[src/rtl/uart_rx_pkg.sv]
`default_nettype none
// ============================================================================
// Module      : uart_rx_pkg
// Description : Shared constants and receive-FSM state encoding for uart_rx.
// Revision    : 1.0 - initial release
// ============================================================================
package uart_rx_pkg;

    localparam int c_min_clks_per_bit = 8;
    localparam int c_data_bits        = 8;
    localparam int c_idx_w            = $clog2(c_data_bits);

    typedef logic [2:0] state_t;

    localparam state_t c_st_idle    = 3'd0;
    localparam state_t c_st_start   = 3'd1;
    localparam state_t c_st_data    = 3'd2;
    localparam state_t c_st_stop    = 3'd3;
    localparam state_t c_st_recover = 3'd4;

endpackage : uart_rx_pkg
`default_nettype wire

[src/rtl/uart_rx_fifo.sv]
`default_nettype none
// ============================================================================
// Module      : uart_rx_fifo
// Description : Show-ahead FIFO; a push into a full FIFO only lands when a pop
//               happens in the same cycle, otherwise it is dropped and flagged.
// Revision    : 1.0 - initial release
// ============================================================================
module uart_rx_fifo #(
    parameter int WIDTH = 8,
    parameter int DEPTH = 4
) (
    input  logic             clk,
    input  logic             rst_n,
    input  logic             push_i,
    input  logic [WIDTH-1:0] push_data_i,
    input  logic             pop_ready_i,
    output logic [WIDTH-1:0] data_o,
    output logic             valid_o,
    output logic             overflow_o
);

    localparam int c_aw = $clog2(DEPTH);

    logic [c_aw:0]      r_wr_ptr;
    logic [c_aw:0]      r_rd_ptr;
    logic [WIDTH-1:0]   r_mem [DEPTH];
    logic               r_overflow;

    logic               w_empty;
    logic               w_full;
    logic               w_pop;
    logic               w_wr;

    // Extra pointer MSB distinguishes full from empty when the indices match.
    assign w_empty = (r_wr_ptr == r_rd_ptr);
    assign w_full  = (r_wr_ptr[c_aw] != r_rd_ptr[c_aw]) &&
                     (r_wr_ptr[c_aw-1:0] == r_rd_ptr[c_aw-1:0]);
    assign w_pop   = !w_empty && pop_ready_i;
    assign w_wr    = push_i && (!w_full || w_pop);

    always_ff @(posedge clk or negedge rst_n) begin
        if (!rst_n) begin
            r_wr_ptr   <= '0;
            r_rd_ptr   <= '0;
            r_overflow <= 1'b0;
        end else begin
            if (w_wr) begin
                r_wr_ptr <= r_wr_ptr + (c_aw+1)'(1);
            end
            if (w_pop) begin
                r_rd_ptr <= r_rd_ptr + (c_aw+1)'(1);
            end
            r_overflow <= push_i && w_full && !w_pop;
        end
    end

    always_ff @(posedge clk) begin
        if (w_wr) begin
            r_mem[r_wr_ptr[c_aw-1:0]] <= push_data_i;
        end
    end

    assign valid_o    = !w_empty;
    assign data_o     = w_empty ? '0 : r_mem[r_rd_ptr[c_aw-1:0]];
    assign overflow_o = r_overflow;

endmodule : uart_rx_fifo
`default_nettype wire

[src/rtl/uart_rx_capture.sv]
`default_nettype none
// ============================================================================
// Module      : uart_rx_capture
// Description : 8N1 UART receiver with mid-bit sampling, framing-error recovery
//               and a show-ahead byte FIFO towards a valid/ready consumer.
// Revision    : 1.0 - initial release
// ============================================================================
module uart_rx_capture
    import uart_rx_pkg::*;
#(
    parameter int CLKS_PER_BIT = 868,
    parameter int FIFO_DEPTH   = 4
) (
    input  logic       clk,
    input  logic       rst_n,
    input  logic       rx_i,
    output logic [7:0] data_o,
    output logic       valid_o,
    input  logic       ready_i,
    output logic       frame_err_o,
    output logic       overflow_o,
    output logic       busy_o
);

    localparam int c_cnt_w = $clog2(CLKS_PER_BIT);
    localparam logic [c_cnt_w-1:0] c_half = c_cnt_w'(CLKS_PER_BIT / 2 - 1);
    localparam logic [c_cnt_w-1:0] c_full = c_cnt_w'(CLKS_PER_BIT - 1);
    localparam logic [c_idx_w-1:0] c_last = c_idx_w'(c_data_bits - 1);

    logic                   r_rx_meta;
    logic                   r_rx_s;
    logic                   r_rx_prev;

    state_t                 r_state;
    logic [c_cnt_w-1:0]     r_cnt;
    logic [c_idx_w-1:0]     r_bit_idx;
    logic [c_data_bits-1:0] r_shift;
    logic                   r_push;
    logic                   r_frame_err;

    state_t                 w_state_nxt;
    logic [c_cnt_w-1:0]     w_cnt_nxt;
    logic [c_idx_w-1:0]     w_idx_nxt;
    logic [c_data_bits-1:0] w_shift_nxt;
    logic                   w_push_nxt;
    logic                   w_ferr_nxt;
    logic                   w_cnt_zero;

    // Synchroniser and edge-detect history idle high, matching the line.
    always_ff @(posedge clk or negedge rst_n) begin
        if (!rst_n) begin
            r_rx_meta <= 1'b1;
            r_rx_s    <= 1'b1;
            r_rx_prev <= 1'b1;
        end else begin
            r_rx_meta <= rx_i;
            r_rx_s    <= r_rx_meta;
            r_rx_prev <= r_rx_s;
        end
    end

    always_ff @(posedge clk or negedge rst_n) begin
        if (!rst_n) begin
            r_state     <= c_st_idle;
            r_cnt       <= '0;
            r_bit_idx   <= '0;
            r_shift     <= '0;
            r_push      <= 1'b0;
            r_frame_err <= 1'b0;
        end else begin
            r_state     <= w_state_nxt;
            r_cnt       <= w_cnt_nxt;
            r_bit_idx   <= w_idx_nxt;
            r_shift     <= w_shift_nxt;
            r_push      <= w_push_nxt;
            r_frame_err <= w_ferr_nxt;
        end
    end

    assign w_cnt_zero = (r_cnt == '0);

    always_comb begin
        w_state_nxt = r_state;
        w_cnt_nxt   = r_cnt;
        w_idx_nxt   = r_bit_idx;
        w_shift_nxt = r_shift;
        w_push_nxt  = 1'b0;
        w_ferr_nxt  = 1'b0;

        case (r_state)
            c_st_idle: begin
                if (r_rx_prev && !r_rx_s) begin
                    w_cnt_nxt   = c_half;
                    w_state_nxt = c_st_start;
                end
            end
            c_st_start: begin
                if (!w_cnt_zero) begin
                    w_cnt_nxt = r_cnt - c_cnt_w'(1);
                end else if (!r_rx_s) begin
                    w_cnt_nxt   = c_full;
                    w_idx_nxt   = '0;
                    w_state_nxt = c_st_data;
                end else begin
                    // Line was high again at mid start bit: a glitch, not a frame.
                    w_state_nxt = c_st_idle;
                end
            end
            c_st_data: begin
                if (!w_cnt_zero) begin
                    w_cnt_nxt = r_cnt - c_cnt_w'(1);
                end else begin
                    w_shift_nxt[r_bit_idx] = r_rx_s;
                    w_cnt_nxt              = c_full;
                    if (r_bit_idx == c_last) begin
                        w_state_nxt = c_st_stop;
                    end else begin
                        w_idx_nxt = r_bit_idx + c_idx_w'(1);
                    end
                end
            end
            c_st_stop: begin
                if (!w_cnt_zero) begin
                    w_cnt_nxt = r_cnt - c_cnt_w'(1);
                end else if (r_rx_s) begin
                    w_push_nxt  = 1'b1;
                    w_state_nxt = c_st_idle;
                end else begin
                    w_ferr_nxt  = 1'b1;
                    w_state_nxt = c_st_recover;
                end
            end
            c_st_recover: begin
                // Hold off until the line returns high so a break is not re-read.
                if (r_rx_s) begin
                    w_state_nxt = c_st_idle;
                end
            end
            default: begin
                w_state_nxt = c_st_idle;
            end
        endcase
    end

    uart_rx_fifo #(
        .WIDTH (c_data_bits),
        .DEPTH (FIFO_DEPTH)
    ) u_fifo (
        .clk         (clk),
        .rst_n       (rst_n),
        .push_i      (r_push),
        .push_data_i (r_shift),
        .pop_ready_i (ready_i),
        .data_o      (data_o),
        .valid_o     (valid_o),
        .overflow_o  (overflow_o)
    );

    assign frame_err_o = r_frame_err;
    assign busy_o      = (r_state != c_st_idle);

endmodule : uart_rx_capture
`default_nettype wire

[config.mk]
export PLATFORM = sky130hd
export DESIGN_NAME = uart_rx_capture
export DESIGN_NICKNAME = d
export VERILOG_FILES = /design/src/rtl/uart_rx_pkg.sv /design/src/rtl/uart_rx_fifo.sv /design/src/rtl/uart_rx_capture.sv
export SDC_FILE = /design/constraint.sdc
export NUM_CORES = 1
export LEC_CHECK = 0
export BUFFER_PORTS_ARGS = -buffer_cell sky130_fd_sc_hd__buf_2
export CAP_MARGIN = 25
export CORE_ASPECT_RATIO = 1.1
export CORE_UTILIZATION = 65
export DETAILED_ROUTE_END_ITERATION = 6
export GPL_TIMING_DRIVEN = 0
export HOLD_SLACK_MARGIN = 0.03
export MAX_ROUTING_LAYER = met4
export PLACE_DENSITY_LB_ADDON = 0.1
export REMOVE_ABC_BUFFERS = 1
export SYNTH_ARGS = -nofsm -noshare
export SYNTH_HDL_FRONTEND = slang
export SYNTH_SLANG_ARGS = --single-unit
[constraint.sdc]
create_clock -name clk -period 5 [get_ports clk]
set_input_delay 0 -clock clk [delete_from_list [all_inputs] [get_ports clk]]
set_output_delay 0 -clock clk [all_outputs]
set_load 0.02 [all_outputs]
==> impl_metrics.ini <==
[run_status]
status = finished, final reports clean

[place]
port_buffers = 15
dp_hpwl_um = 3870
gp_congestion = 0.893
place_inst = 311

[floorplan]
die_w_um = 68.6
start_util_pct = 68.1
core_area_um2 = 4650
rows = 26
pin_count = 16
die-area_um2 = 5160
die_h_um = 75.2

[critical_path]
r2r_slack_ns = 2.62
critPathMaxStageDelay_ns = 0.53
start_kind = flop
critPathKind = flop to flop
crit_chain = inv_1 > ha_1 > nor3b_1 > nand4_1 > nor3_1 > mux2_2
crit_required_ns = 5.23
cp_max_fo = 7
rr_worst_depth = 6
r2r-end = r_shift[1]$_DFFE_PN0P_
reg2reg_from = r_cnt[0]$_DFFE_PN0P_
crit_slowest_cell = nor3b_1
worstSetupEndpointType = flop
arrival_ns = 2.61

[cts]
htreeDepth = 3
cts_buffers = 9
hold_buffers = 3
clockBufferDepth = 2
postCtsResizedCells = 0
cts_setup_buffers = 0
cts-root-buf = clkbuf_8
clk_latency_ns = 0.35
cts_sinks = 68
clk_pin_slew_ns = 0.07
cts_tree = done

[detailed_routing]
vias = 2043
detail-route-antenna-nets = 0
first_pass_iters = 4
drc_errors = 0
drt_iter0_drc = 194
wl_um = 5930
wire_per_inst_um = 18.0
drt-vias-per-instance = 6.19

[logic_synthesis]
synth_ff_type = dfrtp_1
yosys.area_share.simple_pct = 12.2
synth_top_area_share_pct = 30.3
synth_xor_area_share_pct = 2.49
synthAdderAreaFrac_pct = 3.55
synth_seq_cells = 68
synth_warnings = 0
synth_area_per_cell_um2 = 12.7
async_reset_ff_share_pct = 52.9
synthMuxAreaShare_pct = 8.49
synthTopCellsByArea = edfxtp_1, dfrtp_1, mux4_2
synth_top_family_by_area = simple AND/OR/NAND/NOR gates
synth_top_cell_by_area = edfxtp_1
ys_seq_area_share_pct = 58.9
synth_edf_count = 32
synthCells = 249
synth_cell_types = 50
synth_compound_area_share_pct = 11.3
synth.cell_area_um2 = 3170

[pwr]
total_power_mw = 1.77
total_leakage_power_nw = 1.36
p_per_area_nw_per_um2 = 506
ir_drop_mv = 0.383

[global_route]
antenna_found_initial = 0
grt_max_degree = 37
grt_use_total_pct = 27.3
overflow = 0
grt_pass1_wl_um = 9360
grt_pass1_vias = 1928

[layout]
multiInputGateArea_um2 = 1210
final_cells = 330
num_antenna_cells = 0
fill_cells = 306
seqCellArea_um2 = 1870
syn2layout_area_growth_pct = 10.6
final_util_pct = 75.3
final_nets = 282
drive_above_1_share_pct = 20.1

[timing]
report.final.slew_viol_count = 0
fin_crit_sh_pct = 47.6
rsz0062_at_grt = false
fin_crit_ns = 2.38
tightest_slew_ns = 0.868
hold_ws_ns = 0.274
max_freq_ghz = 0.420
fin_setup_tns_ns = 0
finalSetupViolCount = 0
relSlewSlack_pct = 41.9
finalHoldViolations = 0
finClkSkew_ns = 0.00950

[min_path]
hp-class = primary input to async pin

[flow_run]
maxCapViolations = 0
-- final cells by class --
| class | count | share of cell area [%] |
|---|---|---|
| timing repair buffer | 18 | 3.00 |
| clock inverter | 4 | 1.39 |
| multi-input combinational | 158 | 34.4 |
| clock buffer | 12 | 4.43 |
| sequential | 68 | 53.3 |
| tap | 56 | 2.00 |
| inverter | 14 | 1.50 |
-- stage by stage --
step,setup slack (ns),instance area [µm²]
floorplan,2.95,3120
global placement,2.57,3270
detailed placement,2.58,3270
CTS,2.58,3500
global route,2.37,3500
finish,2.62,3500
-- critical path: cells and delay by family (launching register included) --
kind	cells	cell delay, ns
and+or+nand+nor	3	1.19
DFF	1	0.40
muxes	1	0.36
adders and majority gates	1	0.20
buffers and inverters	1	0.12
-- worst max-delay path by stage --
stage                                    to  depth (start not counted)                           start
3_5_place_dp   u_fifo.r_mem[3][4]$_DFFE_PP_                          3  u_fifo.r_rd_ptr[0]$_DFFE_PN0P_
2_1_floorplan          r_cnt[1]$_DFFE_PN0P_                          6            r_cnt[0]$_DFFE_PN0P_
5_1_grt              r_shift[0]$_DFFE_PN0P_                          6            r_cnt[0]$_DFFE_PN0P_
4_1_cts        u_fifo.r_mem[3][1]$_DFFE_PP_                          3  u_fifo.r_rd_ptr[0]$_DFFE_PN0P_
3_3_place_gp   u_fifo.r_mem[3][4]$_DFFE_PP_                          3  u_fifo.r_rd_ptr[0]$_DFFE_PN0P_
6_report             r_shift[1]$_DFFE_PN0P_                          6            r_cnt[0]$_DFFE_PN0P_
-- registers in the layout (all words and copies together) (netlist names) --
signal,cells
u_fifo.r_mem,32
r_cnt,10
r_shift,8
r_bit_idx,3
r_state,3
u_fifo.r_rd_ptr,3
u_fifo.r_wr_ptr,3
frame_err_o,1
r_push,1
r_rx_meta,1
r_rx_prev,1
r_rx_s,1
u_fifo.overflow_o,1
-- power breakdown --
group | leakage (nW) | switching (mW) | internal, mW
registers | 0.720 | 0.110 | 0.630
clock network | 0.106 | 0.207 | 0.257
logic | 0.537 | 0.306 | 0.261
-- placed cells by master, fill, tap and decap left out, drive strengths merged, types with 3 or more instances in the layout --
master       netlist  layout
dlygate4sd3        0       3
a31oi              6       6
mux2               7       7
nand2              8       8
buf                4      15
edfxtp            32      32
a21oi              9       9
clkbuf             5      12
xnor2              7       7
nor3               8       8
nor4               3       3
nor2              15      15
clkinv             0       3
dfstp              3       3
nand3              5       5
inv               14      14
and3               3       3
nand2b             4       4
dfrtp             33      33
ha                 9       9
o31ai             10      10
mux4               8       8
and2               9       9
o21ai             15      15
a41o               3       3
-- Yosys cell counts (all sizes together), types with 2 or more instances --
master / count
a21oi: 9
a31oi: 6
a41o: 3
and2: 9
and3: 3
buf: 4
clkbuf: 5
dfrtp: 33
dfstp: 3
edfxtp: 32
ha: 9
inv: 14
mux2: 7
mux4: 8
nand2: 8
nand2b: 4
nand3: 5
nand3b: 2
nand4: 2
nor2: 15
nor3: 8
nor3b: 2
nor4: 3
o21ai: 15
o31ai: 10
or2: 2
or3: 2
or4: 2
xnor2: 7
xor2: 2
-- routing by layer --
| metal | part of all wire (%) | track usage [%] |
|---|---|---|
| met3 | 4.4 | 8.79 |
| met4 | 2.1 | 10.9 |
| met2 | 51 | 42.6 |
| met5 | 0 | - |
| met1 | 43 | 32.8 |
-- cells by family after synthesis --
family / Yosys count
and+or+nand+nor: 70
muxes: 16
buffers and inverters: 23
DFF: 68
xor gates and xnor gates: 9
adders and majority gates: 9
AOI/OAI and AO/OA: 54
No activity file was read; power rests on OpenSTA's default activity.
